### src/rtl/tx_in_buffer_if.sv
// Host/transmitter-side bundle of the UART transmit input buffer.
// The host (or bench) uses the master view; the buffer itself uses the slave view.
interface tx_in_buffer_if #(
  parameter int unsigned DataWidth = 8,
  parameter int unsigned AddrWidth = 3
);
  logic [DataWidth-1:0] DataIn;
  logic                 WrEn;
  logic                 DoneFlag;
  logic                 ClearOvf;
  logic [DataWidth-1:0] RegOut;
  logic                 RegValid;
  logic                 Full;
  logic                 Empty;
  logic [AddrWidth:0]   Count;
  logic                 Overflow;

  modport master (
    output DataIn, WrEn, DoneFlag, ClearOvf,
    input  RegOut, RegValid, Full, Empty, Count, Overflow
  );

  modport slave (
    input  DataIn, WrEn, DoneFlag, ClearOvf,
    output RegOut, RegValid, Full, Empty, Count, Overflow
  );
endinterface

### src/rtl/tx_in_buffer.sv
// Transmit input buffer: circular FIFO followed by a holding register that stays
// stable for a whole frame and is advanced on each rising edge of DoneFlag.
module tx_in_buffer #(
  parameter int unsigned DataWidth = 8,
  parameter int unsigned AddrWidth = 3
) (
  input  logic           Clock,
  input  logic           ResetN,
  tx_in_buffer_if.slave  Bus
);

  localparam int unsigned Depth = 2 ** AddrWidth;
  localparam int unsigned CntW  = AddrWidth + 1;
  localparam logic [CntW-1:0] DepthCnt = CntW'(Depth);

  logic [DataWidth-1:0] mem [Depth];
  logic [AddrWidth-1:0] wrPtr;
  logic [AddrWidth-1:0] rdPtr;
  logic [CntW-1:0]      count;
  logic [CntW-1:0]      countNext;
  logic                 fullQ;
  logic                 emptyQ;
  logic                 overflowQ;
  logic                 donePrev;
  logic [DataWidth-1:0] regOutQ;
  logic                 regValidQ;

  logic adv;
  logic wrAccept;
  logic wrDrop;
  logic load;

  // Full/Empty come from registered state, so a same-cycle read never rescues a write.
  always_comb begin
    adv      = Bus.DoneFlag & ~donePrev;
    wrAccept = Bus.WrEn & ~fullQ;
    wrDrop   = Bus.WrEn & fullQ;
    load     = (~regValidQ | adv) & ~emptyQ;
  end

  always_comb begin
    countNext = count;
    unique case ({wrAccept, load})
      2'b10:   countNext = count + CntW'(1);
      2'b01:   countNext = count - CntW'(1);
      default: countNext = count;
    endcase
  end

  // Storage array carries no reset; its contents are don't-care until written.
  always_ff @(posedge Clock) begin
    if (wrAccept) begin
      mem[wrPtr] <= Bus.DataIn;
    end
  end

  always_ff @(posedge Clock or negedge ResetN) begin
    if (!ResetN) begin
      wrPtr     <= '0;
      rdPtr     <= '0;
      count     <= '0;
      fullQ     <= 1'b0;
      emptyQ    <= 1'b1;
      overflowQ <= 1'b0;
      donePrev  <= 1'b1;
      regOutQ   <= '0;
      regValidQ <= 1'b0;
    end else begin
      donePrev <= Bus.DoneFlag;
      count    <= countNext;
      fullQ    <= (countNext == DepthCnt);
      emptyQ   <= (countNext == '0);

      if (wrAccept) begin
        wrPtr <= wrPtr + AddrWidth'(1);
      end

      // A dropped write outranks a simultaneous clear.
      if (wrDrop) begin
        overflowQ <= 1'b1;
      end else if (Bus.ClearOvf) begin
        overflowQ <= 1'b0;
      end

      if (load) begin
        regOutQ   <= mem[rdPtr];
        regValidQ <= 1'b1;
        rdPtr     <= rdPtr + AddrWidth'(1);
      end else if (adv) begin
        regValidQ <= 1'b0;
      end
    end
  end

  assign Bus.RegOut   = regOutQ;
  assign Bus.RegValid = regValidQ;
  assign Bus.Full     = fullQ;
  assign Bus.Empty    = emptyQ;
  assign Bus.Count    = count;
  assign Bus.Overflow = overflowQ;

endmodule

### src/flat_wrapper.sv
// flat-port wrapper written by rule: the top's interface ports become plain ports
module tx_in_buffer_flat 
#(
  parameter int unsigned DataWidth = 8,
  parameter int unsigned AddrWidth = 3
)
  (Clock, ResetN, Bus_DataIn, Bus_WrEn, Bus_DoneFlag, Bus_ClearOvf, Bus_RegOut, Bus_RegValid, Bus_Full, Bus_Empty, Bus_Count, Bus_Overflow);
  tx_in_buffer_if #(.DataWidth(DataWidth), .AddrWidth(AddrWidth)) Bus_i ();
  input  logic Clock;
  input  logic ResetN;
  input wire logic [$bits(Bus_i.DataIn)-1:0] Bus_DataIn;
  input wire logic [$bits(Bus_i.WrEn)-1:0] Bus_WrEn;
  input wire logic [$bits(Bus_i.DoneFlag)-1:0] Bus_DoneFlag;
  input wire logic [$bits(Bus_i.ClearOvf)-1:0] Bus_ClearOvf;
  output wire logic [$bits(Bus_i.RegOut)-1:0] Bus_RegOut;
  output wire logic [$bits(Bus_i.RegValid)-1:0] Bus_RegValid;
  output wire logic [$bits(Bus_i.Full)-1:0] Bus_Full;
  output wire logic [$bits(Bus_i.Empty)-1:0] Bus_Empty;
  output wire logic [$bits(Bus_i.Count)-1:0] Bus_Count;
  output wire logic [$bits(Bus_i.Overflow)-1:0] Bus_Overflow;
  assign Bus_i.DataIn = Bus_DataIn;
  assign Bus_i.WrEn = Bus_WrEn;
  assign Bus_i.DoneFlag = Bus_DoneFlag;
  assign Bus_i.ClearOvf = Bus_ClearOvf;
  assign Bus_RegOut = Bus_i.RegOut;
  assign Bus_RegValid = Bus_i.RegValid;
  assign Bus_Full = Bus_i.Full;
  assign Bus_Empty = Bus_i.Empty;
  assign Bus_Count = Bus_i.Count;
  assign Bus_Overflow = Bus_i.Overflow;
  tx_in_buffer #(.DataWidth(DataWidth), .AddrWidth(AddrWidth)) u_core (.Clock(Clock), .ResetN(ResetN), .Bus(Bus_i));
endmodule
### config.mk
export PLATFORM = sky130hd
export DESIGN_NAME = tx_in_buffer_flat
export DESIGN_NICKNAME = d
export VERILOG_FILES = /design/src/rtl/tx_in_buffer_if.sv /design/src/rtl/tx_in_buffer.sv /design/src/flat_wrapper.sv
export SDC_FILE = /design/constraint.sdc
export NUM_CORES = 1
export LEC_CHECK = 0
export ABC_AREA = 1
export CAP_MARGIN = 20
export CELL_PAD_IN_SITES_DETAIL_PLACEMENT = 1
export CELL_PAD_IN_SITES_GLOBAL_PLACEMENT = 2
export CORE_MARGIN = 1.5
export CORE_UTILIZATION = 30
export CTS_CLUSTER_DIAMETER = 120
export DETAILED_ROUTE_END_ITERATION = 8
export GPL_ROUTABILITY_DRIVEN = 0
export HOLD_SLACK_MARGIN = 0.1
export PLACE_DENSITY_LB_ADDON = 0.05
export SLEW_MARGIN = 10
export SYNTH_ARGS = -nofsm -noshare
export SYNTH_HDL_FRONTEND = slang
export SYNTH_SLANG_ARGS = --single-unit
### constraint.sdc
create_clock -name Clock -period 3.29 [get_ports Clock]
set_clock_uncertainty 0.1 [all_clocks]
set_input_delay 0.658 -clock Clock [delete_from_list [all_inputs] [get_ports Clock]]
set_output_delay 0.658 -clock Clock [all_outputs]
set_load 0.02 [all_outputs]
==> results of run 1 <==
-- synth_stat cells (all sizes together) --
master	number
a21oi	1
buf	12
clkinv	1
dfrtp	21
dfstp	2
edfxtp	64
ha	5
inv	16
nand2	45
nand3	15
nor2	63
o211ai	17
o21ai	37
or2	2
xnor2	2
xor2	3
-- power groups by stage --
| stage | Sequential (mW) | Clock [mW] | Combinational [mW] |
|---|---|---|---|
| after CTS | 1.64 | 1.04 | 1.46 |
| after global routing | 1.66 | 1.08 | 1.60 |
| after global placement | 1.65 | 0 | 1.44 |
| after detailed placement | 1.65 | 0 | 1.45 |
| after floorplan | 1.66 | 0 | 0.934 |
| final | 1.62 | 1.01 | 1.41 |
-- worst reg2reg max path: stages (launching register included) --
cell and delay, ns:
dfstp_2 0.51, inv_1 0.03, nand2_1 0.04, nand2_1 0.06, inv_1 0.09, nor2_4 0.05
ha_1 0.24, nor2_1 0.20, nor2_4 0.06, ha_1 0.17, a21oi_1 0.15, inv_1 0.06
nand2_1 0.05, nand3_1 0.08, o211ai_1 0.14, nor2_1 0.08
-- registers in the layout, indices dropped and copies added, names as in the netlist --
signal,flops
u_core.Bus.RegOut,8
u_core.Bus.Full,1
u_core.Bus.Overflow,1
u_core.mem,64
u_core.wrPtr,3
u_core.Bus.RegValid,1
u_core.Bus.Empty,1
u_core.rdPtr,3
u_core.Bus.Count,4
u_core.donePrev,1
-- kinds of logic (layout without fill, tap and decap cells) --
| logic type | count (synthesis) | after routing | synth area share, % |
|---|---|---|---|
| and+or+nand+nor | 125 | 125 | 14.6 |
| DFF | 87 | 87 | 68.6 |
| AOI/OAI and AO/OA | 55 | 55 | 8.82 |
| buffers and inverters | 29 | 74 | 5.08 |
| adders and majority gates | 5 | 5 | 1.72 |
| xor gates and xnor gates | 5 | 5 | 1.20 |
-- routing by layer --
layer | part of all wire (%) | GRT usage (%)
met1 | 48 | 20.2
met2 | 48 | 25.2
met3 | 1.9 | 3.37
met4 | 1.5 | 5.50
met5 | 0 | 0
-- per-stage QoR --
stage	hold WS [ns]	total power, mW
after global routing	0.391	4.34
after CTS	0.378	4.13
after floorplan	0.262	2.60
final	0.374	4.04
after global placement	0.360	3.09
after detailed placement	0.363	3.11
-- area by class of cell --
| cell class | count | area [µm²] | area share (%) |
|---|---|---|---|
| inverters | 17 | 66.3 | 1.51 |
| clock buffers | 10 | 229 | 5.23 |
| repair buffers | 41 | 378 | 8.63 |
| well taps | 147 | 184 | 4.20 |
| flip-flops and latches | 87 | 2500 | 57.1 |
| multi-input cells | 190 | 961 | 21.9 |
| clock inverters | 6 | 61.3 | 1.40 |
-- worst paths after layout --
path	startpoint	end	slack, ns	cells past startpoint
max	Bus_WrEn	u_core.Bus.Full	0.75	14
min	u_core.Bus.Empty	u_core.Bus.RegValid	0.37	1
max reg2reg	u_core.donePrev	u_core.Bus.Full	1.04	15
min reg2reg	u_core.Bus.Empty	u_core.Bus.RegValid	0.37	1
max in group asynchronous	ResetN	u_core.donePrev	2.22	2
min in group asynchronous	ResetN	u_core.Bus.Overflow	0.58	2
==> run_results.csv, run 1 <==
group,metric,value,unit
outcome,status,"completed",
synthesis,ys_ff_latch,87,
critical_path,arrival,2.66,ns
clock_tree,clock_path_buffers,2,
power_and_ir_drop,power_density,923,nW/µm²
die,start_util,30.6,%
die,core_area,11900,µm²
timing,finalSetupViolCount,0,
die,die_w,113,µm
critical_path,critical_path.cell_chain,"clkdlybuf4s50_1 > inv_1 > nor2_4 > inv_1 > ha_1 > nor2_1 > nor2_4 > ha_1 > a21oi_1 > inv_1 > nand2_1 > nand3_1 > o211ai_1 > nor2_1",
die,ios,29,
synthesis,netlist_area,3650,µm²
critical_path,critical_path_class,"in2reg",
critical_path,cp-start-kind,"primary input",
power_and_ir_drop,p_clk_share,24.9,%
cells_and_area,layout_common_cells,"edfxtp_1, nor2_1, nand2_1",
synthesis,synth_top_cell_by_area,"edfxtp_1",
clock_tree,post-cts-setup-buffer-count,0,
timing,max_freq,393,MHz
die,rows,40,
timing,rsz0062_at_grt,"false",
synthesis,synth_top_area_share,52.7,%
synthesis,syn_avg_cell_area,11.9,µm²
timing,final_hold_viol_count,0,
clock_tree,root_buffer,"clkbuf_16",
timing,fin_ws,0.745,ns
critical_path,cpPeakStageDelay,0.47,ns
global_route,grt_overflow,0,
synthesis,seq_area_frac_synth,68.6,%
power_and_ir_drop,combPwrFrac,34.9,%
critical_path,cpMaxStageDelayCell,"clkdlybuf4s50_1",
timing,slew_viol_final,0,
timing,worstMarginPinSlew,0.498,ns
placed_design,pre_cts_slack,0.375,ns
clock_tree,numCtsBuffers,9,
cells_and_area,fin_area,4380,µm²
synthesis,synth_area_leaders,"edfxtp_1, dfrtp_1, nor2_1",
critical_path,required,3.41,ns
detailed_routing,dr.pass1.iters,4,
timing,min_period,2.54,ns
synthesis,yosys_warnings,0,
cells_and_area,drive_gt1_share,12.3,%
clock_tree,cts_tree,"built",
detailed_routing,num_vias,2354,
critical_path,cp_max_fo,5,
clock_tree,ctsHoldBuffers,0,
global_route,grt_max_degree,33,
hold_path,hold_path.class,"reg2reg",
cells_and_area,fillers,1306,
flow_run,maxCapViolCount,0,
synthesis,synthCells,306,
synthesis,yosysUniqueCellTypes,27,
detailed_routing,totalWireLength,9.02,mm
cells_and_area,antennaDiodeCount,0,
cells_and_area,fin_nets,364,
cells_and_area,final_common_cell,"edfxtp_1",
power_and_ir_drop,switching_share,37.0,%
critical_path,crit_path_frequent_cell,"inv_1",
detailed_routing,via_per_inst,4.73,
global_route,grt_pass1_vias,2489,
critical_path,crit_family,"buffers and inverters",
clock_tree,cts_resized,0,
clock_tree,cts_sinks,87,
global_route,grt_first_pass_wirelength,14.1,mm
detailed_routing,ant_nets,0,
power_and_ir_drop,p_leak,1.63,nW
clock_tree,clkLatencyLatePin,0.34,ns
detailed_routing,drt_iter0_drc,64,
power_and_ir_drop,ir_drop,0.325,mV
clock_tree,clk_pin_slew,0.06,ns
detailed_routing,drc_errors,0,
timing,setup_tns,0,ns
critical_path,cp_num_buf_inv,4,
critical_path,endpoint_kind,"flop",
cells_and_area,final_util,36.8,%
power_and_ir_drop,power.internal,2.55,mW
timing,slew_headroom,66.8,%
global_route,grt_usage,15.4,%
synthesis,syn_nets,324,
cells_and_area,final_cells,498,
die,die-area,12800,µm²
clock_tree,h-tree-depth,3,
timing,min_period_over_period,77.4,%
cells_and_area,syn2layout_area_growth,20.1,%
global_route,antenna_found_initial,0,
placed_design,placed_cell_area,4090,µm²
placed_design,place_inst,482,
placed_design,dp_hpwl,5.78,mm
power_and_ir_drop,p_switching,1.50,mW
placed_design,io_buffers,28,
die,die_h,113,µm
power_and_ir_drop,seqPwrFrac,40.2,%
detailed_routing,wl_per_cell,18.1,µm
(Power assumes the default switching activity.)
==> run 2: changes to the inputs <==
Clock period 3.29 ns to 2.7 ns, I/O delays scaled along.
==> run_results.csv, run 2 (synthesis results as in run 1) <==
group,metric,value,unit
detailed_routing,via_per_inst,4.76,
detailed_routing,top_layer_used,"met4",
placed_design,dp_hpwl,5.79,mm
detailed_routing,wl_per_cell,17.8,µm
hold_path,hp-start,"u_core.Bus.RegOut[7]",
critical_path,required,2.82,ns
global_route,grt_first_pass_wirelength,14.2,mm
cells_and_area,syn2layout_area_growth,20.9,%
clock_tree,ctsHoldBuffers,0,
critical_path,cpMaxStageDelayCell,"clkdlybuf4s50_1",
detailed_routing,ant_nets,0,
clock_tree,cts_resized,0,
placed_design,pre_cts_slack,-0.0344,ns
global_route,grt_overflow,0,
hold_path,hold_path.class,"reg2reg",
timing,min_period,2.39,ns
cells_and_area,drive_gt1_share,13.5,%
timing,worstMarginPinSlew,0.439,ns
clock_tree,clk_pin_slew,0.06,ns
critical_path,critPathLaunch,"Bus_WrEn",
cells_and_area,antennaDiodeCount,0,
critical_path,rr_startpoint,"u_core.donePrev",
critical_path,crit_path_frequent_cell,"inv_1",
timing,final_hold_viol_count,0,
cells_and_area,fin_nets,368,
timing,setup_tns,0,ns
clock_tree,post-cts-setup-buffer-count,0,
timing,min_period_over_period,88.5,%
critical_path,cpPeakStageDelay,0.47,ns
detailed_routing,drt_iter0_drc,91,
cells_and_area,top_register,"u_core.mem",
cells_and_area,largest_register_ffs,64,
critical_path,cp_max_fo,4,
global_route,grt_pass1_vias,2489,
timing,slew_headroom,70.7,%
die,ios,29,
power_and_ir_drop,power_density,1120,nW/µm²
clock_tree,root_buffer,"clkbuf_16",
timing,rsz0062_at_grt,"false",
critical_path,critical_path.cell_chain,"clkdlybuf4s50_1 > inv_1 > nor2_4 > inv_1 > ha_1 > nor2_1 > nor2_4 > ha_1 > a21oi_1 > inv_1 > nand2_1 > nand3_1 > o211ai_1 > nor2_1",
detailed_routing,dr_wl_met3,199,µm
timing,hold_ws,0.380,ns
power_and_ir_drop,p_leak,1.65,nW
global_route,grt_usage,15.4,%
critical_path,critical_path_class,"in2reg",
clock_tree,clkLatencyLatePin,0.34,ns
clock_tree,numCtsBuffers,9,
timing,finalSetupViolCount,0,
critical_path,endpoint_kind,"flop",
detailed_routing,dr.pass1.iters,4,
placed_design,place_inst,486,
die,die_h,113,µm
cells_and_area,layout_common_cells,"edfxtp_1, nor2_1, nand2_1",
clock_tree,cts_sinks,87,
die,die-area,12800,µm²
global_route,antenna_found_initial,0,
detailed_routing,num_vias,2388,
detailed_routing,met2_length,4.20,mm
detailed_routing,totalWireLength,8.95,mm
cells_and_area,final_common_cell,"edfxtp_1",
outcome,status,"completed",
placed_design,io_buffers,28,
critical_path,cp-start-kind,"primary input",
clock_tree,cts_tree,"built",
die,core_area,11900,µm²
global_route,grt_max_degree,35,
clock_tree,clock_path_buffers,2,
timing,max_freq,419,MHz
critical_path,arrival,2.51,ns
die,die_w,113,µm
timing,slew_viol_final,0,
detailed_routing,drt-met1-wl,4.36,mm
flow_run,maxCapViolCount,0,
die,start_util,30.6,%
die,rows,40,
detailed_routing,drc_errors,0,
timing,fin_ws,0.311,ns
cells_and_area,final_cells,502,
power_and_ir_drop,ir_drop,0.494,mV
clock_tree,h-tree-depth,3,
-- run 2: cell types whose count changed in the layout (fill, tap and decap cells not counted) --
cell | before | now
clkinv_4 | 2 | 1
clkinvlp_4 | 0 | 1
clkinv_1 | 2 | 1
clkinv_2 | 2 | 3
buf_4 | 13 | 17
-- run 2: layer usage --
metal  vias up  GRT usage [%]
met5         -              0
met2        30           23.2
li1       1145              -
met3        11           2.73
met1      1202           21.3
met4         0           7.92
-- run 2: layout make-up --
cell class / instances / area (µm²)
Multi-Input combinational cell: 190 / 961
Inverter: 17 / 66.3
Fill cell: 1311 / 7500
Sequential cell: 87 / 2500
Clock inverter: 6 / 61.3
Tap cell: 147 / 184
Clock buffer: 10 / 229
Timing Repair Buffer: 45 / 408
-- run 2: power breakdown --
group	total (mW)	internal (mW)	switching [mW]
registers	1.93	1.74	0.191
logic	1.78	0.666	1.11
clock network	1.23	0.714	0.513
-- run 2: metrics by stage --
stage	util [%]	area, µm²	power [mW]
global route	37.0	4410	5.31
finish	37.0	4410	4.93
detailed placement	34.6	4120	3.79
floorplan	-	3650	3.16
global placement	34.6	4120	3.78
CTS	37.0	4410	5.05
-- run 2: path summary, 6_finish.rpt --
check                                  endpoint  cells after the start  slack, ns
max                             u_core.Bus.Full                     14       0.31
min reg2reg                u_core.Bus.RegOut[7]                      2       0.38
min in group asynchronous   u_core.Bus.Overflow                      2       0.46
max in group asynchronous       u_core.donePrev                      2       1.75
max reg2reg                     u_core.Bus.Full                     15       0.41
min                        u_core.Bus.RegOut[7]                      2       0.38
-- run 2: critical path: cells and delay by family --
family	cells	cell delay (ns)
AND/OR/NAND/NOR	6	0.58
buffers and inverters	4	0.67
adder cells (fa/ha/maj)	2	0.40
AO/OA/AOI/OAI	2	0.31
==> run 3: changes to the inputs <==
Settings changed: CORE_UTILIZATION 30 to 39.
==> run_results.csv, run 3 (synthesis results as in run 1) <==
group,metric,value,unit
cells_and_area,antennaDiodeCount,0,
critical_path,cp_max_fo,4,
timing,min_period,2.38,ns
detailed_routing,drt_iter0_drc,75,
clock_tree,clk_pin_slew,0.09,ns
die,die-area,9940,µm²
placed_design,pre_cts_slack,-0.0690,ns
timing,final_hold_viol_count,0,
die,die_w,99.7,µm
placed_design,io_buffers,28,
die,rows,35,
cells_and_area,final_common_cell,"edfxtp_1",
clock_tree,post-cts-setup-buffer-count,0,
cells_and_area,fin_nets,365,
power_and_ir_drop,ir_drop,0.403,mV
die,die_h,99.7,µm
timing,max_freq,420,MHz
timing,rsz0062_at_grt,"false",
timing,slew_headroom,65.3,%
critical_path,crit_path_frequent_cell,"inv_1",
clock_tree,numCtsBuffers,9,
die,start_util,39.8,%
global_route,grt_overflow,0,
detailed_routing,via_per_inst,5.10,
cells_and_area,syn2layout_area_growth,16.4,%
global_route,grt_pass1_vias,2478,
cells_and_area,drive_gt1_share,12.8,%
clock_tree,cts_sinks,87,
clock_tree,ctsHoldBuffers,0,
detailed_routing,num_vias,2362,
timing,min_period_over_period,88.2,%
outcome,status,"completed",
placed_design,dp_hpwl,5.38,mm
detailed_routing,ant_nets,0,
global_route,grt_usage,17.8,%
clock_tree,root_buffer,"clkbuf_8",
detailed_routing,dr.pass1.iters,6,
timing,finalSetupViolCount,0,
cells_and_area,final_cells,463,
detailed_routing,totalWireLength,8.27,mm
critical_path,cpMaxStageDelayCell,"clkdlybuf4s50_1",
power_and_ir_drop,power_density,1070,nW/µm²
clock_tree,h-tree-depth,3,
critical_path,cp-start-kind,"primary input",
timing,slew_viol_final,0,
global_route,grt_first_pass_wirelength,13.1,mm
clock_tree,cts_tree,"built",
global_route,grt_max_degree,35,
cells_and_area,largest_register_ffs,64,
clock_tree,cts_resized,0,
detailed_routing,drc_errors,0,
cells_and_area,top_register,"u_core.mem",
critical_path,endpoint_kind,"flop",
timing,fin_ws,0.318,ns
critical_path,required,2.83,ns
clock_tree,clkLatencyLatePin,0.35,ns
critical_path,critical_path.cell_chain,"clkdlybuf4s50_1 > inv_1 > nor2_4 > inv_1 > ha_1 > nor2_1 > nor2_4 > ha_1 > a21oi_1 > inv_1 > nand2_1 > nand3_1 > o211ai_1 > nor2_1",
global_route,antenna_found_initial,0,
die,ios,29,
critical_path,arrival,2.51,ns
timing,worstMarginPinSlew,0.521,ns
die,core_area,9150,µm²
flow_run,maxCapViolCount,0,
critical_path,cpPeakStageDelay,0.47,ns
detailed_routing,wl_per_cell,17.9,µm
placed_design,place_inst,447,
hold_path,hold_path.class,"reg2reg",
clock_tree,clock_path_buffers,2,
power_and_ir_drop,p_leak,1.59,nW
cells_and_area,layout_common_cells,"edfxtp_1, nor2_1, nand2_1",
critical_path,critical_path_class,"in2reg",
[run 3: cell count changes in the layout (fill, tap and decap cells not counted), sizes merged]
cell and delta:
bufinv -1, inv +3, buf -3, clkinv -2
[run 3: metrics by stage]
step	cell area, µm²	power [mW]	util [%]	TNS (ns)	hold slack, ns
final	4250	4.54	46.4	0	0.387
after global routing	4250	4.86	46.4	0	0.412
after CTS	4250	4.62	46.4	0	0.394
after detailed placement	4060	3.76	44.4	-0.0727	0.370
after global placement	4060	3.73	44.4	0	0.364
after floorplan	3650	3.16	-	0	0.144
[run 3: worst paths after layout]
check,startpoint,end,slack (ns),cells past startpoint
worst min register to register,u_core.Bus.RegOut[7],u_core.Bus.RegOut[7],0.39,2
worst max-delay path,Bus_WrEn,u_core.Bus.Full,0.32,14
max in group asynchronous,ResetN,u_core.Bus.Empty,1.76,2
worst max register to register,u_core.donePrev,u_core.Bus.Full,0.41,15
worst min-delay path,u_core.Bus.RegOut[7],u_core.Bus.RegOut[7],0.39,2
min in group asynchronous,ResetN,u_core.Bus.RegOut[1],0.44,2
[run 3: final cells by class]
cell class / instances / area (µm²)
fillers: 1015 / 4910
clock inverters: 6 / 53.8
multi-input cells: 190 / 961
inverters: 17 / 66.3
repair buffers: 42 / 398
flip-flops and latches: 87 / 2500
clock buffers: 10 / 128
well taps: 111 / 139
[run 3: power by group]
part	total (mW)	switching, mW	internal (mW)
logic	1.74	1.06	0.673
registers	1.95	0.215	1.74
clock network	0.850	0.499	0.351
[run 3: critical path, delay by kind of cell]
family / cells / cell delay, ns
AND/OR/NAND/NOR: 6 / 0.60
adder cells (fa/ha/maj): 2 / 0.40
AO/OA/AOI/OAI: 2 / 0.30
buffers and inverters: 4 / 0.68
[run 3: per-layer routing]
metal  global-route usage, %  share of wire [%]
met1                    24.0                 47
met2                    28.7                 49
met3                    3.16                1.9
met4                    6.72                1.6
met5                       0                  0
